--- src/rtl/usb_pkg.sv ---
// usb_pkg: USB constants shared by the EP0 sender, packetizer and request decoder
package usb_pkg;
  localparam logic [3:0] PID_DATA0 = 4'h3;
  localparam logic [3:0] PID_DATA1 = 4'hB;
  localparam int EP0_MAXPKT = 64;
  typedef enum logic [2:0] {IDLE, WAIT_IN, RD, WR, SEND, WAIT_ACK, DONE} ep0_state_e;
endpackage

--- src/rtl/usb_ep0_in_tx.sv ---
// usb_ep0_in_tx: EP0 IN data stage, streams a descriptor ROM window into the TX FIFO as DATA1/DATA0 chunks
module usb_ep0_in_tx
  import usb_pkg::*;
#(
  parameter int MAXPKT = EP0_MAXPKT,
  parameter int ROM_AW = 9
) (
  input  logic              clk,
  input  logic              rst,
  input  logic              setup_done,
  input  logic [ROM_AW-1:0] romaddr,
  input  logic [7:0]        romnum,
  input  logic              in_token,
  input  logic              ack_rcvd,
  output logic [ROM_AW-1:0] rom_addr,
  input  logic [7:0]        rom_data,
  output logic              push_tx,
  output logic [7:0]        datai_tx,
  input  logic              full_tx,
  output logic              tx_start,
  output logic [3:0]        tx_pid,
  output logic [6:0]        tx_len,
  output logic              busy,
  output logic              done
);
  localparam logic [6:0] MAXLEN = 7'(MAXPKT);
  ep0_state_e state_q, state_d;
  logic [ROM_AW-1:0] base_q, base_d, rom_addr_q, rom_addr_d;
  logic [7:0] rem_q, rem_d;
  logic [6:0] cnt_q, cnt_d, len_q, len_d, len;
  logic [3:0] pid_q, pid_d;
  logic tog_q, tog_d, zlp_q, zlp_d;
  assign len = (rem_q < 8'(MAXPKT)) ? rem_q[6:0] : MAXLEN;
  always_ff @(posedge clk) begin
    if (rst) begin
      state_q    <= IDLE;
      base_q     <= '0;
      rom_addr_q <= '0;
      rem_q      <= '0;
      cnt_q      <= '0;
      len_q      <= '0;
      pid_q      <= PID_DATA1;
      tog_q      <= 1'b1;
      zlp_q      <= 1'b0;
    end else begin
      state_q    <= state_d;
      base_q     <= base_d;
      rom_addr_q <= rom_addr_d;
      rem_q      <= rem_d;
      cnt_q      <= cnt_d;
      len_q      <= len_d;
      pid_q      <= pid_d;
      tog_q      <= tog_d;
      zlp_q      <= zlp_d;
    end
  end
  always_comb begin
    state_d    = state_q;
    base_d     = base_q;
    rom_addr_d = rom_addr_q;
    rem_d      = rem_q;
    cnt_d      = cnt_q;
    len_d      = len_q;
    pid_d      = pid_q;
    tog_d      = tog_q;
    zlp_d      = zlp_q;
    case (state_q)
      WAIT_IN: if (in_token) begin
        cnt_d      = '0;
        rom_addr_d = base_q;
        state_d    = (len == 7'd0) ? SEND : RD;
      end
      RD: state_d = WR;
      WR: if (!full_tx) begin
        cnt_d      = cnt_q + 7'd1;
        rom_addr_d = base_q + ROM_AW'(cnt_d);
        state_d    = (cnt_d == len) ? SEND : RD;
      end
      SEND: state_d = WAIT_ACK;
      WAIT_ACK: if (ack_rcvd) begin
        base_d  = base_q + ROM_AW'(len);
        rem_d   = rem_q - 8'(len);
        tog_d   = ~tog_q;
        zlp_d   = (len == 7'd0) ? 1'b0 : (len == MAXLEN && rem_d == 8'd0) ? 1'b1 : zlp_q;
        state_d = (rem_d == 8'd0 && !zlp_d) ? DONE : WAIT_IN;
      end else if (in_token) begin
        cnt_d      = '0;
        rom_addr_d = base_q;
        state_d    = (len == 7'd0) ? SEND : RD;
      end
      default: ;
    endcase
    if (setup_done) begin
      base_d  = romaddr;
      rem_d   = romnum;
      tog_d   = 1'b1;
      zlp_d   = (romnum == 8'd0);
      state_d = WAIT_IN;
    end
    // PID and length are captured on entry to SEND so they hold until the next packet
    if (state_d == SEND) begin
      pid_d = tog_q ? PID_DATA1 : PID_DATA0;
      len_d = len;
    end
  end
  assign rom_addr = rom_addr_q;
  assign push_tx  = (state_q == WR) && !full_tx;
  assign datai_tx = push_tx ? rom_data : 8'd0;
  assign tx_start = (state_q == SEND);
  assign tx_pid   = pid_q;
  assign tx_len   = len_q;
  assign busy     = (state_q != IDLE) && (state_q != DONE);
  assign done     = (state_q == DONE);
endmodule

--- config.mk ---
export PLATFORM = sky130hd
export DESIGN_NAME = usb_ep0_in_tx
export DESIGN_NICKNAME = d
export VERILOG_FILES = /design/src/rtl/usb_pkg.sv /design/src/rtl/usb_ep0_in_tx.sv
export SDC_FILE = /design/constraint.sdc
export NUM_CORES = 1
export LEC_CHECK = 0
export BUFFER_PORTS_ARGS = -buffer_cell sky130_fd_sc_hd__buf_2
export CAP_MARGIN = 30
export CORE_ASPECT_RATIO = 1.4
export CORE_UTILIZATION = 33
export CTS_BUF_LIST = sky130_fd_sc_hd__clkbuf_8
export DETAILED_ROUTE_END_ITERATION = 6
export HOLD_SLACK_MARGIN = 0.1
export PLACE_DENSITY = 0.53
export SYNTH_ARGS = -nofsm -noshare
export SYNTH_HDL_FRONTEND = slang
export SYNTH_SLANG_ARGS = --single-unit
--- constraint.sdc ---
create_clock -name clk -period 8.29 [get_ports clk]
set_input_delay 1.658 -clock clk [delete_from_list [all_inputs] [get_ports clk]]
set_output_delay 1.658 -clock clk [all_outputs]
set_load 0.02 [all_outputs]
### Word-level counts from Yosys, hierarchy flattened

Cells that the tools add are included.

| storage, ports and cells | value |
|---|---|
| register bits after elaboration | 49 |
| output and inout port bits | 32 |

| operators by class | value |
|---|---|
| $add $sub $neg | 4 |
| magnitude comparators | 1 |
| equal/unequal tests | 12 |
| mux-type cells | 30 |
| bitwise operators | 1 |
| reductions and logical operators | 17 |

Operator list:

| operator | number |
|---|---|
| two-way mux 9 bit | 6 |
| two-way mux 8 bit | 4 |
| two-way mux 7 bit | 4 |
| case mux 9 bit (3 select lines) | 1 |
| two-way mux 3 bit | 7 |
| case mux 7 bit (3 select lines) | 1 |
| adder 9 x 7 -> 9 bit | 2 |
| zero test 8 bit | 2 |
| case mux 3 bit (5 select lines) | 1 |
| == test 3 bit (second input constant) | 4 |
| < comparator 8 x 7 -> 1 bit (second input constant) | 1 |
| subtractor 8 x 7 -> 8 bit | 1 |
| adder 7 x 1 -> 7 bit (second input constant) | 1 |
| == test 7 bit | 1 |
| == test 7 bit (second input constant) | 1 |
| zero test 7 bit | 1 |
| == test 3 x 2 -> 1 bit (second input constant) | 2 |
| nonzero test 3 bit | 2 |
| two-way mux 1 bit | 5 |
| logical AND 1 bit | 4 |
| two-way mux 4 bit | 1 |
| inequality test 2 bit (second input constant) | 2 |
| AND reduction 2 bit | 2 |
| nonzero test 2 bit | 2 |
| other kinds (6) | 7 |

### Depth between registers and ports, before layout

Gate-level depths: netlist of run 1.

| logic depth | value |
|---|---|
| depth after elaboration | 14 |
| mapped depth | 15 |
| gate-level depth less buffers | 12 |

### Least setup slack after synthesis of run 1

No wires, ideal clock.

| timing path | value |
|---|---|
| path type | input-to-output |
| start | in full_tx |
| end | out datai_tx[0] |
| data arrival time | 2668 ps |
| slack | 3964 ps |
| stages | 3 |
| cell sequence | nor2_1 clkbuf_1 and2_1 |

| on the way | value |
|---|---|
| cells in the longest elaborated chain, start to end | 3 |

Ends and longest elaborated chain:

| what | RTL line | source |
|---|---|---|
| start, declared | usb_ep0_in_tx.sv:19 | `input logic full_tx,` |
| zero test 1 bit | usb_ep0_in_tx.sv:107 | `assign push_tx = (state_q == WR) && !full_tx;` |
| logical AND 1 bit | usb_ep0_in_tx.sv:107 |  |
| named net push_tx | usb_ep0_in_tx.sv:17 | `output logic push_tx,` |
| two-way mux 8 bit | usb_ep0_in_tx.sv:108 | `assign datai_tx = push_tx ? rom_data : 8'd0;` |
| end, declared | usb_ep0_in_tx.sv:18 | `output logic [7:0] datai_tx,` |

The timed path passes the listed nets, and every way through them passes these cells.

### Worst setup path in the final report of run 1

| timing path | value |
|---|---|
| start | in full_tx |
| end | out datai_tx[2] |

| on the way | value |
|---|---|
| cells in the longest elaborated chain, start to end | 3 |

Ends and longest elaborated chain:

| what | RTL line |
|---|---|
| zero test 1 bit | usb_ep0_in_tx.sv:107 |
| logical AND 1 bit | usb_ep0_in_tx.sv:107 |
| two-way mux 8 bit | usb_ep0_in_tx.sv:108 |

Every way passes these cells.

==> impl_metrics.csv, run 1 <==
group,metric,value,unit
power_and_ir_drop,power_density,131,mW/mm²
worst_setup_path,cp_max_fo,18,
clock_network,cts-buffers-inserted,5,
synth,synth_cells,450,
global_routing,antenna_found_initial,0,
sta,fin_crit,4.65,ns
flow_run,max_cap_violations,0,
worst_setup_path,critPathLaunch,"full_tx",
synth,seq_area_frac_synth,0.267,
clock_network,htreeDepth,2,
drt,drt_wl_total,9500,µm
sta,report.final.slew_viol_count,0,
place,hpwl,7030,µm
drt,drc,0,
final_layout,area_delta_synth_final,11.5,%
worst_setup_path,cp-start-kind,"input port",
clock_network,postCtsSetupBuffers,0,
sta,clock_skew,0.00888,ns
worst_setup_path,cp_data_arrival_time,2.99,ns
floorplanning,start_util,0.343,
floorplanning,fp-row-count,43,
power_and_ir_drop,peakVddDrop,0.0596,mV
global_routing,grt_max_degree,52,
final_layout,final_cell_area,0.00385,mm²
clock_network,ctsResizeCount,0,
final_layout,layout_commonest_cell,"buf_2",
floorplanning,core-area,0.0101,mm²
sta,setup_viol,0,
floorplanning,die-area,0.0109,mm²
final_layout,antenna_cells,0,
clock_network,cts_buffer_depth,2,
drt,avgViaCountPerCell,5.32,
drt,wl_per_cell,15.4,µm
global_routing,grt_pass1_vias,2997,
clock_network,clock_latency,0.31,ns
floorplanning,io_pins,63,
clock_network,clkTransAtPathRegs,0.10,ns
clock_network,cts_tree,"yes",
synth,synthArstFlopShare,0,
synth,yosysWarnings,0,
global_routing,grt_overflow,0,
power_and_ir_drop,p_leak,0.00160,µW
status,status,"complete, no violations",
final_layout,fin_nets,531,
place,port_buffers,59,
sta,tightest_slew,1.05,ns
worst_setup_path,r2r_slack,4.47,ns
drt,firstDrtPassIters,5,
synth,synth_seq_cells,46,
place,place_area,0.00376,mm²
worst_setup_path,r2r_start,"rem_q[6]",
final_layout,final_cell_mix,"buf_2 (59), nor2_1 (50), dfxtp_1 (46), a21oi_1 (44), nand2_1 (28)",
synth,synth_edf_count,0,
final_layout,n_fill_cell,1097,
synth,synth.avg_cell_area,7.67,µm²
worst_setup_path,endpoint_kind,"primary output",
final_layout,drive_gt1_frac,0.176,
clock_network,clk_root_buffer_cell,"clkbuf_8",
global_routing,gr-usage-all-layers,0.184,
worst_setup_path,required,6.63,ns
sta,finalCritPeriodShare,0.560,
synth,syn_area,0.00345,mm²
min_path,hp-class,"flip-flop to flip-flop",
drt,num_vias,3286,
clock_network,clkSinkCount,46,
global_routing,grt_pass1_wl,15400,µm
synth,yosys_most_used_dff,"dfxtp_1",
min_path,hold_path_startpoint,"rom_addr[2]",
floorplanning,fp.dieH,123,µm
synth,ys_types,65,
sta,timing.fmax,0.215,GHz
place,gp_congestion,0.804,
sta,slew_headroom,0.296,
clock_network,ctsHoldBuffers,0,
sta,final_hold_viol_count,0,
floorplanning,die_x,88.4,µm
drt,postRouteAntennaNets,0,
worst_setup_path,path_class,"input port to primary output",
sta,rsz0062_at_grt,"no",
drt,drt-initial-drc-count,118,
sta,timing.setup.tns,0,ns
[power breakdown]
group,total [µW],internal (µW),leakage (µW),switching (µW)
clock network,147,59.6,0.0000483,87.6
logic,113,43.4,0.00118,70.0
registers,245,230,0.000376,14.5
[synthesized netlist by cell type, drive strengths merged, types with 6 or more instances]
cell,count,area [µm²]
and3,6,37.5
and2,14,87.6
inv,18,67.6
nand3b,9,67.6
a22oi,7,52.6
o41ai,7,68.8
nand3,12,70.1
ha,16,200
clkbuf,23,86.3
a211oi,12,90.1
o21ai,15,75.1
buf,13,75.1
nand2,28,105
xnor2,11,96.3
nor3,18,105
a21oi,44,220
nor2,51,194
dfxtp,46,921
nor4,6,52.6
o2111ai,7,61.3
nor2b,10,62.6
[sequential cells by signal (all words and copies together), names as in the netlist]
signal and count:
rem_q 8, zlp_q 1, cnt_q 7, tog_q 1
state_q 3, tx_len 7, base_q 9, tx_pid 1
rom_addr 9
[cell families after synthesis]
family	count (synthesis)	synth area share
compound gates	132	0.259
xor+xnor	17	0.0471
fa+ha+maj	18	0.0696
buf+inv	54	0.0664
flops	46	0.267
mux	6	0.0185
other cells	2	0.00218
simple gates	175	0.270
[final timing paths]
kind	end	depth (start not counted)
max	datai_tx[2]	4
min	rom_addr[2]	2
max reg2reg	tx_len[6]	11
min reg2reg	rom_addr[2]	2
[critical path: stages]
cell,delay (ns)
buf_2,0.12
nor2_1,0.80
and2_1,0.24
buf_2,0.16
[routing by layer]
metal / vias to the layer above / wire length, µm / track usage / share of wire
met3: 6 / 284 / 0.0187 / 0.030
met5: - / 0 / 0 / 0
met1: 1520 / 4210 / 0.233 / 0.44
met4: 0 / 105 / 0.0554 / 0.011
li1: 1692 / - / - / -
met2: 68 / 4890 / 0.325 / 0.52
[area by class of cell]
cell class              instances  area, µm²  area share
well taps                     135        169      0.0439
inverters                      18       67.6      0.0176
clock inverters                 3       18.8     0.00488
repair buffers                 59        295      0.0767
flip-flops and latches         46        921       0.239
clock buffers                   5       68.8      0.0179
multi-input cells             352       2310       0.600
[stage by stage]
stage               hold WS, ns  instances  utilization  total power [µW]  setup slack [ns]
global placement          0.440        610        0.374               362              3.74
CTS                       0.464        618        0.383               511              3.65
global route              0.482        618        0.383               539              3.54
detailed placement        0.447        610        0.374               364              3.65
floorplan                 0.466        452            -               332              3.96
finish                    0.457        618        0.383               506              3.64
Note: power is estimated with default switching activity, not from simulation.
==> inputs of run 2 (changes only) <==
--- a/config.mk
+++ b/config.mk
@@ -12,7 +12,7 @@
 export CTS_BUF_LIST = sky130_fd_sc_hd__clkbuf_8
 export DETAILED_ROUTE_END_ITERATION = 6
 export HOLD_SLACK_MARGIN = 0.1
-export PLACE_DENSITY = 0.53
+export PLACE_DENSITY = 0.55
 export SYNTH_ARGS = -nofsm -noshare
 export SYNTH_HDL_FRONTEND = slang
 export SYNTH_SLANG_ARGS = --single-unit
==> constraint.sdc (replaced) <==
create_clock -name clk -period 4.25 [get_ports clk]
set_input_delay 0.85 -clock clk [delete_from_list [all_inputs] [get_ports clk]]
set_output_delay 0.85 -clock clk [all_outputs]
set_load 0.02 [all_outputs]
==> run 2 against run 1 <==
Against the previous run: clock skew increased by 0.0028 ns; flip-flop and latch count unchanged; utilization increased by 0.19 points; via count increased by 2.0%; power increased by 91%; setup slack got worse by 2.9 ns; sequential power increased by 95%; combinational power increased by 100%; critical path type is now flip-flop to flip-flop; cell count increased by 0.49%.
==> impl_metrics.csv, run 2 (synthesized netlist as in run 1, its figures left out) <==
group,metric,value,unit
floorplanning,io_pins,63,
worst_setup_path,path_class,"flip-flop to flip-flop",
clock_network,clock_latency,0.31,ns
power_and_ir_drop,peakVddDrop,0.0991,mV
worst_setup_path,critPathLaunch,"rem_q[6]",
flow_run,max_cap_violations,0,
power_and_ir_drop,clkPwrFrac,0.272,
worst_setup_path,required,4.45,ns
final_layout,final_cell_mix,"buf_2 (59), nor2_1 (50), dfxtp_1 (46), a21oi_1 (44), nand2_1 (28)",
final_layout,layout_commonest_cell,"buf_2",
worst_setup_path,cp-start-kind,"flip-flop",
floorplanning,fp.dieH,123,µm
power_and_ir_drop,p_switching,320,µW
sta,finalCritPeriodShare,0.820,
power_and_ir_drop,p_int,645,µW
clock_network,clk_root_buffer_cell,"clkbuf_8",
worst_setup_path,endpoint_kind,"flip-flop",
global_routing,antenna_found_initial,0,
floorplanning,start_util,0.343,
drt,avgViaCountPerCell,5.40,
drt,drt_wl_total,9740,µm
power_and_ir_drop,swShare,0.332,
clock_network,postCtsSetupBuffers,0,
sta,setup_viol,0,
global_routing,grt_overflow,0,
global_routing,gr-usage-all-layers,0.185,
worst_setup_path,cp-endpoint,"tx_len[6]",
sta,clock_skew,0.0117,ns
global_routing,grt_pass1_vias,3106,
clock_network,ctsResizeCount,0,
final_layout,area_delta_synth_final,12.1,%
min_path,hp-class,"flip-flop to flip-flop",
sta,report.final.slew_viol_count,0,
sta,timing.fmax,0.287,GHz
clock_network,cts_buffer_depth,2,
sta,tightest_slew,0.969,ns
drt,postRouteAntennaNets,0,
sta,rsz0062_at_grt,"no",
final_layout,n_fill_cell,1089,
clock_network,cts-buffers-inserted,5,
clock_network,clkTransAtPathRegs,0.09,ns
drt,wl_per_cell,15.7,µm
power_and_ir_drop,pwr-share-seq,0.494,
worst_setup_path,r2r_cells,12,
clock_network,clkSinkCount,46,
clock_network,cts_tree,"yes",
power_and_ir_drop,p_leak,0.00162,µW
floorplanning,fp-row-count,43,
sta,slew_headroom,0.354,
floorplanning,die_x,88.4,µm
clock_network,htreeDepth,2,
power_and_ir_drop,pwr-share-comb,0.234,
global_routing,grt_pass1_wl,15500,µm
worst_setup_path,r2r_slack,0.76,ns
drt,drt-initial-drc-count,190,
worst_setup_path,cp_max_fo,13,
floorplanning,core-area,0.0101,mm²
floorplanning,die-area,0.0109,mm²
drt,drc,0,
worst_setup_path,r2r_start,"rem_q[6]",
status,status,"complete, no violations",
final_layout,drive_gt1_frac,0.177,
worst_setup_path,timing.rr.end,"tx_len[6]",
power_and_ir_drop,power_density,250,mW/mm²
worst_setup_path,cp_data_arrival_time,3.68,ns
drt,firstDrtPassIters,4,
sta,timing.setup.tns,0,ns
drt,num_vias,3353,
sta,fin_crit,3.49,ns
place,port_buffers,59,
sta,final_hold_viol_count,0,
sta,fin_hold_ws,0.453,ns
final_layout,antenna_cells,0,
global_routing,grt_max_degree,52,
place,hpwl,7090,µm
place,gp_congestion,0.866,
clock_network,ctsHoldBuffers,0,
final_layout,fin_nets,535,
run 2: cell count changes in the layout (fill, tap and decap cells not counted), sizes merged:
cell	change
inv	+1
buf	+4
clkinv	-2
run 2: how the worst min path moves through the flow:
stage / from / end / cells past startpoint
2_1_floorplan: tog_q / tog_q / 2
3_3_place_gp: rom_addr[2] / rom_addr[2] / 2
3_5_place_dp: rom_addr[2] / rom_addr[2] / 2
4_1_cts: rom_addr[2] / rom_addr[2] / 2
5_1_grt: rom_addr[2] / rom_addr[2] / 2
6_report: rom_addr[2] / rom_addr[2] / 2
run 2: worst max-delay path: stages (launching register included):
cell and delay (ns):
dfxtp_1 0.49, nor2_2 0.07, buf_4 0.18, inv_2 0.20, nand2_1 0.11, ha_1 0.33
o21ai_1 0.18, a41oi_2 0.19, o41ai_2 0.35, a21oi_1 0.16, or3b_1 0.50, nor4_4 0.26
mux2_1 0.35
run 2: through the flow:
stage | area (µm²) | power, µW | instances | setup WS (ns) | util
floorplan | 3460 | 648 | 452 | 1.25 | -
global placement | 3790 | 707 | 614 | 0.985 | 0.377
detailed placement | 3790 | 710 | 614 | 0.850 | 0.377
CTS | 3870 | 973 | 621 | 0.808 | 0.384
global route | 3870 | 1020 | 621 | 0.593 | 0.384
finish | 3870 | 965 | 621 | 0.764 | 0.384
run 2: area by class of cell:
cell class	count	area, µm²	area share
multi-input cells	352	2310	0.597
flip-flops and latches	46	921	0.238
repair buffers	63	325	0.0841
well taps	135	169	0.0437
clock buffers	5	68.8	0.0178
inverters	18	67.6	0.0175
clock inverters	2	7.51	0.00194
run 2: power groups by stage:
| stage | Sequential [µW] | Combinational (µW) | Clock (µW) |
|---|---|---|---|
| floorplan | 479 | 169 | 0 |
| global placement | 486 | 221 | 0 |
| detailed placement | 487 | 223 | 0 |
| CTS | 477 | 225 | 272 |
| global route | 481 | 251 | 290 |
| finish | 477 | 226 | 263 |
run 2: per-layer routing:
metal | track usage | routed length [µm] | up-vias
met5 | 0 | 0 | -
met1 | 0.241 | 4490 | 1570
met3 | 0.0260 | 374 | 13
li1 | - | - | 1693
met4 | 0.0726 | 229 | 0
met2 | 0.306 | 4640 | 77
